**src/rtl/sound_req_ctrl_if.sv**
```systemverilog
// Request/selection bundle between the payment/BGM host and the sound request sequencer.
interface sound_req_ctrl_if;
    logic       bgm_on;
    logic       bgm_track;
    logic       mute;
    logic       pay_ok;
    logic       pay_fail;
    logic [2:0] music_sel;
    logic       music_en;
    logic       busy;
    logic       jingle_done;

    // Host side: raises requests, observes the player selection.
    modport master (
        output bgm_on,
        output bgm_track,
        output mute,
        output pay_ok,
        output pay_fail,
        input  music_sel,
        input  music_en,
        input  busy,
        input  jingle_done
    );

    // Sequencer side.
    modport slave (
        input  bgm_on,
        input  bgm_track,
        input  mute,
        input  pay_ok,
        input  pay_fail,
        output music_sel,
        output music_en,
        output busy,
        output jingle_done
    );
endinterface

```
**src/rtl/sound_req_ctrl.sv**
```systemverilog
// Sequencer in front of the buzzer player: arbitrates background music against payment
// jingles, inserts a silent gap before each new selection and times jingles in beats.
module sound_req_ctrl #(
    parameter int unsigned BEAT_CYCLES = 25000000,
    parameter int unsigned GAP_CYCLES  = 16,
    parameter int unsigned OK_BEATS    = 4,
    parameter int unsigned FAIL_BEATS  = 3
) (
    input  logic            clk,
    input  logic            rst,
    sound_req_ctrl_if.slave bus
);

    localparam int unsigned GapW = (GAP_CYCLES > 1) ? $clog2(GAP_CYCLES) : 1;

    localparam logic [1:0] StIdle   = 2'd0;
    localparam logic [1:0] StGap    = 2'd1;
    localparam logic [1:0] StBgm    = 2'd2;
    localparam logic [1:0] StJingle = 2'd3;

    localparam logic [2:0] SelNone = 3'd0;
    localparam logic [2:0] SelOk   = 3'd3;
    localparam logic [2:0] SelFail = 3'd4;

    localparam logic [25:0]     BeatLast = 26'(BEAT_CYCLES - 1);
    localparam logic [GapW-1:0] GapLast  = GapW'(GAP_CYCLES - 1);
    localparam logic [3:0]      OkLast   = 4'(OK_BEATS - 1);
    localparam logic [3:0]      FailLast = 4'(FAIL_BEATS - 1);

    logic [1:0]      state_q, state_d;
    logic [2:0]      tgt_q, tgt_d;
    logic [GapW-1:0] gap_cnt_q, gap_cnt_d;
    logic [25:0]     cyc_cnt_q, cyc_cnt_d;
    logic [3:0]      beat_cnt_q, beat_cnt_d;
    logic [2:0]      sel_q, sel_d;
    logic            en_q, en_d;
    logic            busy_q, busy_d;
    logic            done_q, done_d;

    logic       ev_fail, ev_ok, bgm_want, restart, tgt_is_bgm, expired;
    logic [2:0] bgm_sel;
    logic [3:0] beat_last;

    assign ev_fail    = bus.pay_fail;
    assign ev_ok      = bus.pay_ok & ~bus.pay_fail;
    assign bgm_want   = bus.bgm_on & ~bus.mute;
    assign bgm_sel    = 3'd1 + {2'b00, bus.bgm_track};
    assign tgt_is_bgm = (tgt_q == 3'd1) || (tgt_q == 3'd2);
    assign beat_last  = (tgt_q == SelFail) ? FailLast : OkLast;
    assign expired    = (beat_cnt_q == beat_last) && (cyc_cnt_q == BeatLast);

    // Next-state, target and counter update; every state (re)entry clears the counters.
    always_comb begin
        state_d    = state_q;
        tgt_d      = tgt_q;
        gap_cnt_d  = gap_cnt_q;
        cyc_cnt_d  = cyc_cnt_q;
        beat_cnt_d = beat_cnt_q;
        done_d     = 1'b0;
        restart    = 1'b0;

        unique case (state_q)
            StIdle: begin
                if (ev_fail) begin
                    state_d = StGap; tgt_d = SelFail; restart = 1'b1;
                end else if (ev_ok) begin
                    state_d = StGap; tgt_d = SelOk; restart = 1'b1;
                end else if (bgm_want) begin
                    state_d = StGap; tgt_d = bgm_sel; restart = 1'b1;
                end
            end
            StGap: begin
                if (ev_fail) begin
                    tgt_d = SelFail; restart = 1'b1;
                end else if (ev_ok && (tgt_q != SelFail)) begin
                    tgt_d = SelOk; restart = 1'b1;
                end else if (tgt_is_bgm && !bgm_want) begin
                    state_d = StIdle; tgt_d = SelNone; restart = 1'b1;
                end else if (tgt_is_bgm && (bgm_sel != tgt_q)) begin
                    // Track flipped while still silent: re-gap towards the new track.
                    tgt_d = bgm_sel; restart = 1'b1;
                end else if (gap_cnt_q == GapLast) begin
                    state_d = tgt_is_bgm ? StBgm : StJingle; restart = 1'b1;
                end else begin
                    gap_cnt_d = gap_cnt_q + 1'b1;
                end
            end
            StBgm: begin
                if (ev_fail) begin
                    state_d = StGap; tgt_d = SelFail; restart = 1'b1;
                end else if (ev_ok) begin
                    state_d = StGap; tgt_d = SelOk; restart = 1'b1;
                end else if (!bgm_want) begin
                    state_d = StIdle; tgt_d = SelNone; restart = 1'b1;
                end else if (bgm_sel != tgt_q) begin
                    state_d = StGap; tgt_d = bgm_sel; restart = 1'b1;
                end
            end
            StJingle: begin
                // A pre-empting event wins over expiry, so no done pulse in that case.
                if (ev_fail) begin
                    state_d = StGap; tgt_d = SelFail; restart = 1'b1;
                end else if (ev_ok && (tgt_q == SelOk)) begin
                    state_d = StGap; tgt_d = SelOk; restart = 1'b1;
                end else if (expired) begin
                    done_d  = 1'b1;
                    restart = 1'b1;
                    if (bgm_want) begin
                        state_d = StGap; tgt_d = bgm_sel;
                    end else begin
                        state_d = StIdle; tgt_d = SelNone;
                    end
                end else if (cyc_cnt_q == BeatLast) begin
                    cyc_cnt_d  = '0;
                    beat_cnt_d = beat_cnt_q + 4'd1;
                end else begin
                    cyc_cnt_d = cyc_cnt_q + 26'd1;
                end
            end
            default: begin
                state_d = StIdle; tgt_d = SelNone; restart = 1'b1;
            end
        endcase

        if (restart) begin
            gap_cnt_d  = '0;
            cyc_cnt_d  = '0;
            beat_cnt_d = '0;
        end
    end

    // Registered outputs derived from the upcoming state so they change with it.
    always_comb begin
        sel_d  = (state_d == StIdle) ? SelNone : tgt_d;
        en_d   = ((state_d == StBgm) || (state_d == StJingle)) && !bus.mute;
        busy_d = (state_d == StJingle) || ((state_d == StGap) && (tgt_d >= SelOk));
    end

    // State, counter and output registers with synchronous reset.
    always_ff @(posedge clk) begin
        if (rst) begin
            state_q    <= StIdle;
            tgt_q      <= SelNone;
            gap_cnt_q  <= '0;
            cyc_cnt_q  <= '0;
            beat_cnt_q <= '0;
            sel_q      <= SelNone;
            en_q       <= 1'b0;
            busy_q     <= 1'b0;
            done_q     <= 1'b0;
        end else begin
            state_q    <= state_d;
            tgt_q      <= tgt_d;
            gap_cnt_q  <= gap_cnt_d;
            cyc_cnt_q  <= cyc_cnt_d;
            beat_cnt_q <= beat_cnt_d;
            sel_q      <= sel_d;
            en_q       <= en_d;
            busy_q     <= busy_d;
            done_q     <= done_d;
        end
    end

    assign bus.music_sel   = sel_q;
    assign bus.music_en    = en_q;
    assign bus.busy        = busy_q;
    assign bus.jingle_done = done_q;

endmodule

```
**src/flat_wrapper.sv**
```systemverilog
// flat-port wrapper written by rule: the top's interface ports become plain ports
module sound_req_ctrl_flat 
#(
    parameter int unsigned BEAT_CYCLES = 25000000,
    parameter int unsigned GAP_CYCLES  = 16,
    parameter int unsigned OK_BEATS    = 4,
    parameter int unsigned FAIL_BEATS  = 3
)
  (clk, rst, bus_bgm_on, bus_bgm_track, bus_mute, bus_pay_ok, bus_pay_fail, bus_music_sel, bus_music_en, bus_busy, bus_jingle_done);
  sound_req_ctrl_if bus_i ();
  input  logic clk;
  input  logic rst;
  input wire logic [$bits(bus_i.bgm_on)-1:0] bus_bgm_on;
  input wire logic [$bits(bus_i.bgm_track)-1:0] bus_bgm_track;
  input wire logic [$bits(bus_i.mute)-1:0] bus_mute;
  input wire logic [$bits(bus_i.pay_ok)-1:0] bus_pay_ok;
  input wire logic [$bits(bus_i.pay_fail)-1:0] bus_pay_fail;
  output wire logic [$bits(bus_i.music_sel)-1:0] bus_music_sel;
  output wire logic [$bits(bus_i.music_en)-1:0] bus_music_en;
  output wire logic [$bits(bus_i.busy)-1:0] bus_busy;
  output wire logic [$bits(bus_i.jingle_done)-1:0] bus_jingle_done;
  assign bus_i.bgm_on = bus_bgm_on;
  assign bus_i.bgm_track = bus_bgm_track;
  assign bus_i.mute = bus_mute;
  assign bus_i.pay_ok = bus_pay_ok;
  assign bus_i.pay_fail = bus_pay_fail;
  assign bus_music_sel = bus_i.music_sel;
  assign bus_music_en = bus_i.music_en;
  assign bus_busy = bus_i.busy;
  assign bus_jingle_done = bus_i.jingle_done;
  sound_req_ctrl #(.BEAT_CYCLES(BEAT_CYCLES), .GAP_CYCLES(GAP_CYCLES), .OK_BEATS(OK_BEATS), .FAIL_BEATS(FAIL_BEATS)) u_core (.clk(clk), .rst(rst), .bus(bus_i));
endmodule
```
**config.mk**
```make
export PLATFORM = sky130hd
export DESIGN_NAME = sound_req_ctrl_flat
export DESIGN_NICKNAME = d
export VERILOG_FILES = /design/src/rtl/sound_req_ctrl_if.sv /design/src/rtl/sound_req_ctrl.sv /design/src/flat_wrapper.sv
export SDC_FILE = /design/constraint.sdc
export NUM_CORES = 1
export LEC_CHECK = 0
export ABC_AREA = 1
export ABC_CLOCK_PERIOD_IN_PS = 4900
export CORE_UTILIZATION = 60
export CTS_BUF_LIST = sky130_fd_sc_hd__clkbuf_16
export CTS_CLUSTER_SIZE = 40
export DETAILED_ROUTE_END_ITERATION = 10
export PLACE_DENSITY = 0.82
export SYNTH_ARGS = -nofsm -noshare
export SYNTH_HDL_FRONTEND = slang
export SYNTH_SLANG_ARGS = --single-unit
```
**constraint.sdc**
```tcl
create_clock -name clk -period 4.9 [get_ports clk]
set_clock_uncertainty 0.2 [all_clocks]
set_input_delay 0.98 -clock clk [delete_from_list [all_inputs] [get_ports clk]]
set_output_delay 0.98 -clock clk [all_outputs]
set_load 0.02 [all_outputs]
```
== After elaboration in Yosys (flattened, before gate mapping) ==
Index checks and enable logic that the tools add are counted.

* Equal/unequal tests: 15
* Order comparisons: 1
* Bitwise gates (word level): 11
* Reductions and logical operators: 20
* Muxes and demuxes: 52
* Add/subtract/negate cells: 4

{| class="wikitable"
|+ Operators by type and width
! kind !! number
|-
| 3-bit 2-to-1 mux || 15
|-
| 2-bit 2-to-1 mux || 15
|-
| 26-bit by 1-bit adder with 26-bit output, second input constant || 1
|-
| 26-bit by 25-bit equality test with 1-bit output, second input constant || 1
|-
| 26-bit 2-to-1 mux || 1
|-
| 1-bit 2-to-1 mux || 18
|-
| 3-bit one-hot mux with 4 select lines || 1
|-
| 1-bit NOT || 9
|-
| 4-bit by 1-bit adder with 4-bit output, second input constant || 2
|-
| 2-bit equality test, second input constant || 4
|-
| 2-bit one-hot mux with 4 select lines || 1
|-
| 1-bit logical AND || 7
|-
| 3-bit by 2-bit equality test with 1-bit output, second input constant || 2
|-
| 6-bit AND reduction || 1
|-
| 5-bit AND reduction || 1
|-
| 2-bit by 1-bit equality test with 1-bit output, second input constant || 2
|-
| 4-bit equality test || 1
|-
| 4-bit equality test, second input constant || 1
|-
| 2-bit zero test || 2
|-
| 1-bit one-hot mux with 4 select lines || 1
|-
| 4-bit AND reduction || 1
|-
| 2-bit OR reduction || 2
|-
| 4-bit OR reduction || 1
|-
| 3-bit by 1-bit equality test with 1-bit output, second input constant || 1
|-
| other kinds (8) || 12
|}

* Register bits after elaboration: 45
* Bits of input ports: 7
* Word-level logic and storage cells: 112

== Logic depth before layout (Yosys ltp) ==
* Word-level depth: 12
* Mapped depth: 14

== Worst setup path before layout ==
No wires, ideal clock.

* Path kind: input to register
* From: input port bus_mute
* To: register u_core.cyc_cnt_q[12]
* Setup slack: 2576 ps
* Path buffers: 0
* Stages: 9
* Library setup time: 56 ps
* Data required time: 4644 ps
* Data arrival time: 2068 ps
* Path through: inv_1 > nand2_1 > inv_1 > a211oi_1 > and2_2 > nand3_4 > nor2_4 > nand3_1 > inv_1

* Longest elaborated chain between the ends: 9
* Elaborated cells between the ends (all ways): 15
* Those cells by class: mux: 10; bitwise: 2; reduce/logical: 3

{| class="wikitable"
|+ RTL lines
! element !! line !! RTL
|-
| from (decl) || flat_wrapper.sv:15 || <nowiki>input wire logic [$bits(bus_i.mute)-1:0] bus_mute;</nowiki>
|-
| 1-bit NOT * || sound_req_ctrl.sv:46 || <nowiki>assign bgm_want = bus.bgm_on & ~bus.mute;</nowiki>
|-
| 1-bit AND * || sound_req_ctrl.sv:46 ||
|-
| 1-bit zero test || sound_req_ctrl.sv:77 || <nowiki>end else if (tgt_is_bgm && !bgm_want) begin</nowiki>
|-
| 1-bit logical AND || sound_req_ctrl.sv:77 ||
|-
| 1-bit 2-to-1 mux || sound_req_ctrl.sv:77 ||
|-
| 1-bit 2-to-1 mux || sound_req_ctrl.sv:75 || <nowiki>end else if (ev_ok && (tgt_q != SelFail)) begin</nowiki>
|-
| 1-bit 2-to-1 mux || sound_req_ctrl.sv:73 || <nowiki>if (ev_fail) begin</nowiki>
|-
| 1-bit one-hot mux with 4 select lines * || sound_req_ctrl.sv:62 || <nowiki>unique case (state_q)</nowiki>
|-
| 2-bit OR reduction (no source line) * || - ||
|-
| to (signal assigned) || sound_req_ctrl.sv:155 || <nowiki>cyc_cnt_q <= cyc_cnt_d;</nowiki>
|-
| to (decl) || sound_req_ctrl.sv:33 || <nowiki>logic [25:0] cyc_cnt_q, cyc_cnt_d;</nowiki>
|}

Every way passes the cells marked *; elsewhere a longest branch is shown, timed or not.
A chain may end at the register's enable or synchronous reset.

== Worst setup path in the final report ==
* From: input port bus_pay_fail
* To: register u_core.cyc_cnt_q[5]

* Longest elaborated chain between the ends: 7
* Elaborated cells between the ends (all ways): 16
* Those cells by class: mux: 9; bitwise: 3; reduce/logical: 4

{| class="wikitable"
|+ RTL lines
! element !! line !! RTL
|-
| from (decl) || flat_wrapper.sv:17 || <nowiki>input wire logic [$bits(bus_i.pay_fail)-1:0] bus_pay_fail;</nowiki>
|-
| 1-bit NOT (no source line) || - ||
|-
| 1-bit AND || sound_req_ctrl.sv:45 || <nowiki>assign ev_ok = bus.pay_ok & ~bus.pay_fail;</nowiki>
|-
| 1-bit logical AND (on tied branches) || sound_req_ctrl.sv:103, sound_req_ctrl.sv:75 ||
|-
| 1-bit 2-to-1 mux (on tied branches) || sound_req_ctrl.sv:103, sound_req_ctrl.sv:75 ||
|-
| 1-bit 2-to-1 mux (on tied branches) || sound_req_ctrl.sv:101, sound_req_ctrl.sv:73 ||
|-
| 1-bit one-hot mux with 4 select lines || sound_req_ctrl.sv:62 ||
|-
| 2-bit OR reduction (no source line) || - ||
|}

Parallel ways exist; a longest one is shown, timed or not.

==> flow_summary.toml <==
[cts]
cts-buffers-inserted = 5
cts_resized = 0
postCtsHoldBufs = 0
h-tree-depth = 2
cts.sinks = 45
clk_latency_ns = 0.28
postCtsSetupBuffers = 0
cts.path.max_buffers = 2
root_buffer = "clkbuf_16"
cts_tree = "built"
cts.clk_slew.worst_paths_ns = 0.06

[power_and_ir_drop]
comb_power_share = 0.096
internal_power_uw = 580.9
ir_drop_mv = 0.1917
seqPwrFrac = 0.496
power.total_uw = 762.0
power_density_nw_per_um2 = 232.7
leakage_nw = 1.367
clock_power_share = 0.407
p_switching_uw = 181.2
switching_share = 0.2377

[placement]
dp_hpwl_um = 5605
routabilityCongestion = 0.9207
preCtsSetupSlack_ns = 1.505
numPortBuffers = 12
place_inst = 547
placed_cell_area_um2 = 3142

[floorplanning]
die_h_um = 72.88
die_x_um = 72.88
die_area_um2 = 5311
placeableCoreArea_um2 = 4786
io_pins = 13
rows = 25
start_util = 0.6298

[cells_and_area]
antennaDiodeCount = 0
area_delta_synth_final_pct = 8.634
layoutNonFillerInstCount = 554
postLayoutCellArea_um2 = 3274
fin_nets = 497
drive_above_1_share = 0.05749

[setup_path]
cp.required_ns = 4.93
cp.arrival_ns = 3.19
timing.rr.end = "u_core.cyc_cnt_q[3]$_SDFFE_PP0P_"
crit_fanout = 37
cp-end-kind = "flop"
crit_type = "in2reg"
critPathLaunchType = "input port"
rrSetupSlack_ns = 2.31
startpoint = "bus_pay_fail"
crit_path_end = "u_core.cyc_cnt_q[5]$_SDFFE_PP0P_"
r2r_start = "u_core.cyc_cnt_q[1]$_SDFFE_PP0P_"
ff2ff_path_depth = 11

[synth]
synthTopCellsByCount = "nand2_1 (122), nor2_1 (75), inv_1 (59), dfxtp_1 (45), nand3_1 (42)"
yosysMostFrequentCell = "nand2_1"
synth_top_cell_by_area = "dfxtp_1"
ys.flop_type = "dfxtp_1"
postSynth.asyncResetShare = 0
ys_seq_area_frac = 0.2989
yosys-top-cells-area = "dfxtp_1 (30%), nand2_1 (15%), nor2_1 (9.3%), inv_1 (7.3%), nand3_1 (7.0%)"
synth-edff-count = 0
syn_area_um2 = 3014
syn-num-nets = 487
syn_inst = 477
ys_warn_count = 0
yosysTopAreaCellShare = 0.2989
synth_seq_cells = 45
syn_area_per_cell_um2 = 6.319
netlist-cell-type-count = 40

[detailed_routing]
vias = 2958
drtIter0Drc = 143
wl_per_cell_um = 12.84
drtAntennaViolNets = 0
dr.pass1.iters = 4
wirelength_um = 7114
drt_drc_violations_left = 0
via_per_inst = 5.339

[grt]
grt_max_degree = 38
antenna_found_initial = 0
grt_pass1_vias = 2628
overflow = 0
grtUsageTotal = 0.2872
grt_pass1_wl_um = 11740

[timing]
setup_violations = 0
max_freq_mhz = 316.4
layout_setup_ws_ns = 1.739
period_minus_slack_ns = 3.161
finalSetupTns_ns = 0
max-slew-margin-rel = 0.6311
hold_viol = 0
rsz0062_at_grt = "false"
worstMarginPinSlew_ns = 0.5514
slew_violations = 0
min_period_over_period = 0.6451

[job]
maxCapViolations = 0

[outcome]
status = "completed"

[hold_path]
hp-class = "reg2reg"
[power by group through the flow]
stage	logic, mW	registers [mW]	clock network (mW)
global placement	0.0725	0.386	0
floorplan	0.0515	0.386	0
detailed placement	0.0729	0.386	0
finish	0.0735	0.378	0.310
CTS	0.0732	0.378	0.315
global route	0.0816	0.379	0.331
[layer usage]
metal,global-route usage,vias to the layer above,wire length (um)
met5,0,-,0
met4,0.1002,0,146
met3,0.04696,14,306
met2,0.5099,61,3516
met1,0.3501,1341,3144
li1,-,1542,-
[worst min path at each step]
stage                                       end  slack [ns]  depth (start not counted)                             start
2_1_floorplan  u_core.gap_cnt_q[3]$_SDFFE_PP0P_        0.24                          2  u_core.gap_cnt_q[3]$_SDFFE_PP0P_
3_3_place_gp   u_core.gap_cnt_q[3]$_SDFFE_PP0P_        0.26                          2  u_core.gap_cnt_q[3]$_SDFFE_PP0P_
3_5_place_dp   u_core.gap_cnt_q[3]$_SDFFE_PP0P_        0.27                          2  u_core.gap_cnt_q[3]$_SDFFE_PP0P_
4_1_cts        u_core.gap_cnt_q[3]$_SDFFE_PP0P_        0.28                          2  u_core.gap_cnt_q[3]$_SDFFE_PP0P_
5_1_grt        u_core.gap_cnt_q[3]$_SDFFE_PP0P_        0.32                          2  u_core.gap_cnt_q[3]$_SDFFE_PP0P_
6_report       u_core.gap_cnt_q[3]$_SDFFE_PP0P_        0.28                          2  u_core.gap_cnt_q[3]$_SDFFE_PP0P_
[through the flow]
step | hold slack (ns) | utilization
2_1_floorplan | 0.2445 | -
4_1_cts | 0.2759 | 0.6842
5_1_grt | 0.3236 | 0.6842
3_5_place_dp | 0.2683 | 0.6565
6_report | 0.2767 | 0.6842
3_3_place_gp | 0.2565 | 0.6565
[final cells by class]
cell class	instances	area, um^2
timing repair buffer	12	120.1
inverter	64	242.7
fill	453	1511
multi-input combinational	359	1794
sequential	45	900.9
tap	67	83.83
clock buffer	5	125.1
clock inverter	2	7.507
[cells in the final DEF, fill, tap and decap left out, types with 2 or more instances in the layout]
cell type        netlist  final
nor3_1                11     11
nor2_1                75     75
nor3b_1                5      5
nand4_1                9      9
o31ai_1                2      2
nand2_1              122    122
nand3_1               42     42
inv_1                 59     60
a21boi_0               2      2
inv_2                  4      4
nor4_1                 2      2
ha_1                   3      3
or2_0                  2      2
a21oi_1               22     22
xor2_1                18     18
clkdlybuf4s50_1        0     12
a31oi_1                2      2
o21a_1                 2      2
o21bai_1               3      3
nand3_4                2      2
o21ai_0               11     11
nor2_4                 3      3
nand3_2                3      3
xnor2_1                2      2
dfxtp_1               45     45
or2_2                  2      2
nand2_2                3      3
o21ai_1                2      2
clkbuf_16              0      5
[critical path, cell delays in order]
cell and delay [ns]:
clkdlybuf4s50_1 0.63, inv_2 0.11, nand2_2 0.12, nor2_1 0.06
nand3_2 0.19, nand3_4 0.37, nor2_1 0.32, nand2_1 0.11
o21bai_1 0.15, nand3_1 0.08, inv_1 0.07
[kinds of logic (layout without fill, tap and decap cells)]
logic type	Yosys count	in the layout	synth area share
XOR/XNOR	20	20	0.05812
adder cells (fa/ha/maj)	3	3	0.01245
flip-flops	45	45	0.2989
buffers and inverters	73	83	0.1059
AND/OR/NAND/NOR	287	287	0.4321
AO/OA/AOI/OAI	49	49	0.09257
[registers in the layout, indices dropped and copies added (netlist names)]
name,count
u_core.tgt_q,3
u_core.cyc_cnt_q,26
u_core.gap_cnt_q,4
u_core.bus.music_en,1
u_core.bus.jingle_done,1
u_core.bus.music_sel,3
u_core.state_q,2
u_core.beat_cnt_q,4
u_core.bus.busy,1
No activity file was read; power rests on OpenSTA's default activity.
==> patch 1, RTL diff (same flow settings) <==
`GAP_CYCLES` is set to 16 in 2 places; all go to 32.
--- a/src/rtl/sound_req_ctrl.sv
+++ b/src/rtl/sound_req_ctrl.sv
@@ -2,7 +2,7 @@
 // jingles, inserts a silent gap before each new selection and times jingles in beats.
 module sound_req_ctrl #(
     parameter int unsigned BEAT_CYCLES = 25000000,
-    parameter int unsigned GAP_CYCLES  = 16,
+    parameter int unsigned GAP_CYCLES  = 32,
     parameter int unsigned OK_BEATS    = 4,
     parameter int unsigned FAIL_BEATS  = 3
 ) (
--- a/src/flat_wrapper.sv
+++ b/src/flat_wrapper.sv
@@ -2,7 +2,7 @@
 module sound_req_ctrl_flat 
 #(
     parameter int unsigned BEAT_CYCLES = 25000000,
-    parameter int unsigned GAP_CYCLES  = 16,
+    parameter int unsigned GAP_CYCLES  = 32,
     parameter int unsigned OK_BEATS    = 4,
     parameter int unsigned FAIL_BEATS  = 3
 )
Function: no difference found for any inputs over 10 cycles, from zero or initial values and one cycle with rst high; that may be too few to reach the edited logic, so the function may still have changed.
==> patch 1 against the original RTL <==
  * Power is 17% higher
  * Core utilization is 1.8 points higher
  * Final area is 3.3% higher
  * Via count is 4.3% higher
  * Die area is 1.7% higher
  * Sequential cell count is 1 higher
  * First-iteration DRC count grew to 2.7 times the old value
  * Area after synthesis is 1.7% higher
  * Fmax is 9.2% lower
  * Worst setup slack worse by 0.32 ns
  * Routed wire length is 4.0% higher
  * Largest cell class unchanged
  * Highest routed layer unchanged
==> patch 1: results (changes against the original RTL) <==
<table>
<tr><th>Metric</th><th>Value</th></tr>
<tr><th colspan="2">Status</th></tr>
<tr><td>Status</td><td>completed (unchanged)</td></tr>
<tr><th colspan="2">Synthesis</th></tr>
<tr><td>Sequential cell area fraction in the yosys report</td><td>30.04% (was 29.89%)</td></tr>
<tr><td>Complex-gate fraction of the synthesized area</td><td>8.857% (was 9.257%)</td></tr>
<tr><td>Most used standard cells in the synthesized netlist</td><td>101 x sky130_fd_sc_hd__nand2_1, 74 x sky130_fd_sc_hd__nor2_1, 62 x sky130_fd_sc_hd__inv_1 (was 122 x sky130_fd_sc_hd__nand2_1, 75 x sky130_fd_sc_hd__nor2_1, 59 x sky130_fd_sc_hd__inv_1)</td></tr>
<tr><td>Adder-cell area share of the yosys netlist</td><td>1.633% (was 1.245%)</td></tr>
<tr><td>Synthesized netlist net count</td><td>489 (was 487)</td></tr>
<tr><td>Post-Synthesis Cells</td><td>478 (was 477)</td></tr>
<tr><td>Post-synthesis share of cell area spent on xor and xnor gates</td><td>7.143% (was 5.812%)</td></tr>
<tr><th colspan="2">GRT</th></tr>
<tr><td>Met3 GRT Util</td><td>4.115% (was 4.696%)</td></tr>
<tr><td>Global-route wire length before repair</td><td>12700 um (was 11740 um)</td></tr>
<tr><td>Met1 Use GR</td><td>37.15% (was 35.01%)</td></tr>
<tr><td>Grt met2 use</td><td>51.07% (was 50.99%)</td></tr>
<tr><td>Largest net degree at the start of global routing</td><td>43 (was 38)</td></tr>
<tr><th colspan="2">Route</th></tr>
<tr><td>Routed length per instance</td><td>13.33 um (was 12.84 um)</td></tr>
<tr><td>Number of DRC markers in iteration 0</td><td>386 (was 143)</td></tr>
<tr><th colspan="2">Power</th></tr>
<tr><td>Static Leak</td><td>1.329 nW (was 1.367 nW)</td></tr>
<tr><td>Proportion of total power due to net switching</td><td>21.82% (was 23.77%)</td></tr>
<tr><td>Max rail drop VDD</td><td>207.0 uV (was 191.7 uV)</td></tr>
<tr><th colspan="2">Floorplan</th></tr>
<tr><td>DIE WIDTH</td><td>73.48 um (was 72.88 um)</td></tr>
<tr><th colspan="2">Final layout</th></tr>
<tr><td>Clock network area share</td><td>5.586% (was 4.050%)</td></tr>
<tr><td>Number of flip-flops and latches</td><td>46 (was 45)</td></tr>
<tr><td>Finished Layout Cells</td><td>555 (was 554)</td></tr>
<tr><td>Proportion of final cell area spent on non-clock buffers</td><td>3.552% (was 3.668%)</td></tr>
<tr><td>#MultiIn Comb</td><td>355 (was 359)</td></tr>
<tr><td>Share of cell area taken by multi-input logic gates</td><td>53.72% (was 54.80%)</td></tr>
<tr><th colspan="2">Critical path</th></tr>
<tr><td>Peak fanout along the critical path</td><td>42 (was 37)</td></tr>
<tr><th colspan="2">STA</th></tr>
<tr><td>Slew of the pin with the lowest slew margin</td><td>0.7628 ns (was 0.5514 ns)</td></tr>
</table>
==> patch 1: worst paths after layout <==
kind,from,end,slack (ns),cells after the start
worst max-delay path,bus_pay_fail,u_core.cyc_cnt_q[9],1.42,9
worst min-delay path,u_core.gap_cnt_q[4],u_core.gap_cnt_q[4],0.30,2
worst max register to register,u_core.cyc_cnt_q[18],u_core.cyc_cnt_q[5],1.87,12
worst min register to register,u_core.gap_cnt_q[4],u_core.gap_cnt_q[4],0.30,2
==> patch 1: power groups by stage <==
stage          clock network [mW]  registers [mW]  logic, mW
6_report                    0.429           0.387     0.0741
5_1_grt                     0.450           0.387     0.0834
4_1_cts                     0.434           0.387     0.0734
3_5_place_dp                    0           0.395     0.0732
3_3_place_gp                    0           0.395     0.0732
2_1_floorplan                   0           0.394     0.0542
==> patch 2, RTL diff (config.mk and constraints unchanged) <==
Made on the original files. Reset style: asynchronous (`rst`), changed in one clocked block. Comments in the files are not updated.
--- a/src/rtl/sound_req_ctrl.sv
+++ b/src/rtl/sound_req_ctrl.sv
@@ -137,7 +137,7 @@
     end
 
     // State, counter and output registers with synchronous reset.
-    always_ff @(posedge clk) begin
+    always_ff @(posedge clk or posedge rst) begin
         if (rst) begin
             state_q    <= StIdle;
             tgt_q      <= SelNone;
Formal check against the unedited RTL: differs if rst is asserted again (counterexample within 4 cycles, from zero or initial values and one cycle with rst high); with rst held inactive, the same outputs for 10 cycles.
==> patch 2 against the original RTL <==
  * Routed wire length is 10% higher
  * Sequential cell count did not move
  * Final cell count shrank 6.3%
  * Highest routed layer unchanged
  * Critical endpoint is now u_core.cyc_cnt_q[4]
  * Final area increased by 3.9%
  * Area after synthesis up 2.8%
  * Worst setup slack got worse by 0.32 ns
Power is not compared: it rests on default switching activity, and its combinational part moved more than twofold at a synthesized area within 25%.
==> patch 2: results (changes against the original RTL) <==
<table>
<tr><th>Metric</th><th>Value</th></tr>
<tr><th colspan="2">Placement</th></tr>
<tr><td>Instance area after placement</td><td>3236 um2 (was 3142 um2)</td></tr>
<tr><td>Total placed cells including tap cells</td><td>511 (was 547)</td></tr>
<tr><td>RD Place Congestion</td><td>1.057 (was 0.9207)</td></tr>
<tr><th colspan="2">Route</th></tr>
<tr><td>Sum of met2 wire segment lengths after detailed routing</td><td>3481 um (was 3516 um)</td></tr>
<tr><td>Routed length per instance</td><td>15.13 um (was 12.84 um)</td></tr>
<tr><td>Number of DRC markers in iteration 0</td><td>313 (was 143)</td></tr>
<tr><td>Metal3 WL</td><td>697 um (was 306 um)</td></tr>
<tr><td>Number of detailed-routing iterations run before antenna repair</td><td>5 (was 4)</td></tr>
<tr><th colspan="2">Synthesis</th></tr>
<tr><td>Fraction of synthesis flops using an asynchronous set or reset pin</td><td>100.0% (was 0%)</td></tr>
<tr><td>Count of cell types in the netlist</td><td>33 (was 40)</td></tr>
<tr><td>Average instance area after synthesis</td><td>7.009 um2 (was 6.319 um2)</td></tr>
<tr><td>Cell Area, Synth</td><td>3098 um2 (was 3014 um2)</td></tr>
<tr><td>Most used standard cells in the synthesized netlist</td><td>104 x sky130_fd_sc_hd__nand2_1, 65 x sky130_fd_sc_hd__nor2_1, 45 x sky130_fd_sc_hd__dfrtp_1, 45 x sky130_fd_sc_hd__nand3_1, 42 x sky130_fd_sc_hd__inv_1 (was 122 x sky130_fd_sc_hd__nand2_1, 75 x sky130_fd_sc_hd__nor2_1, 59 x sky130_fd_sc_hd__inv_1)</td></tr>
<tr><th colspan="2">Status</th></tr>
<tr><td>Status</td><td>completed (unchanged)</td></tr>
<tr><th colspan="2">Final layout</th></tr>
<tr><td>Proportion of final cell area spent on non-clock buffers</td><td>3.531% (was 3.668%)</td></tr>
<tr><td>Area occupied by registers</td><td>1126 um2 (was 900.9 um2)</td></tr>
<tr><td>Inverters</td><td>49 (was 64)</td></tr>
<tr><td>Layout overhead on the synthesized area</td><td>9.814% (was 8.634%)</td></tr>
<tr><td>Filler cells</td><td>432 (was 453)</td></tr>
<tr><td>Proportion of layout cells with a drive suffix above 1</td><td>7.743% (was 5.749%)</td></tr>
<tr><td>Area taken by multi-input logic gates</td><td>1722 um2 (was 1794 um2)</td></tr>
<tr><th colspan="2">GRT</th></tr>
<tr><td>Grt met2 use</td><td>48.83% (was 50.99%)</td></tr>
<tr><td>Met1 Use GR</td><td>47.04% (was 35.01%)</td></tr>
<tr><td>Global-route usage over all layers</td><td>32.91% (was 28.72%)</td></tr>
<tr><td>Largest net degree at the start of global routing</td><td>46 (was 38)</td></tr>
<tr><th colspan="2">Critical path</th></tr>
<tr><td>Slack of the worst reg-to-reg path</td><td>2.15 ns (was 2.31 ns)</td></tr>
</table>
## patch 2: cells by family after synthesis
family	share of synthesized area, %
fa+ha+maj	1.212
simple gates	40.59
flops	36.35
buf+inv	8.077
xor+xnor	6.220
compound gates	7.553
## patch 2: worst paths after layout
path,start,cells past startpoint,end
max in group asynchronous,rst,2,u_core.cyc_cnt_q[21]
hold / removal,u_core.beat_cnt_q[3],2,u_core.beat_cnt_q[3]
setup reg to reg,u_core.tgt_q[1],11,u_core.cyc_cnt_q[4]
min in group asynchronous,rst,2,u_core.cyc_cnt_q[19]
setup / recovery,bus_mute,12,u_core.cyc_cnt_q[4]
hold reg to reg,u_core.beat_cnt_q[3],2,u_core.beat_cnt_q[3]
## patch 2: stage by stage
stage               hold WS, ns  setup WS (ns)
finish                   0.3292          1.419
global route             0.3720          1.118
detailed placement       0.3107          1.139
floorplan                0.2891          2.307
global placement         0.3141          1.191
CTS                      0.3282          1.434
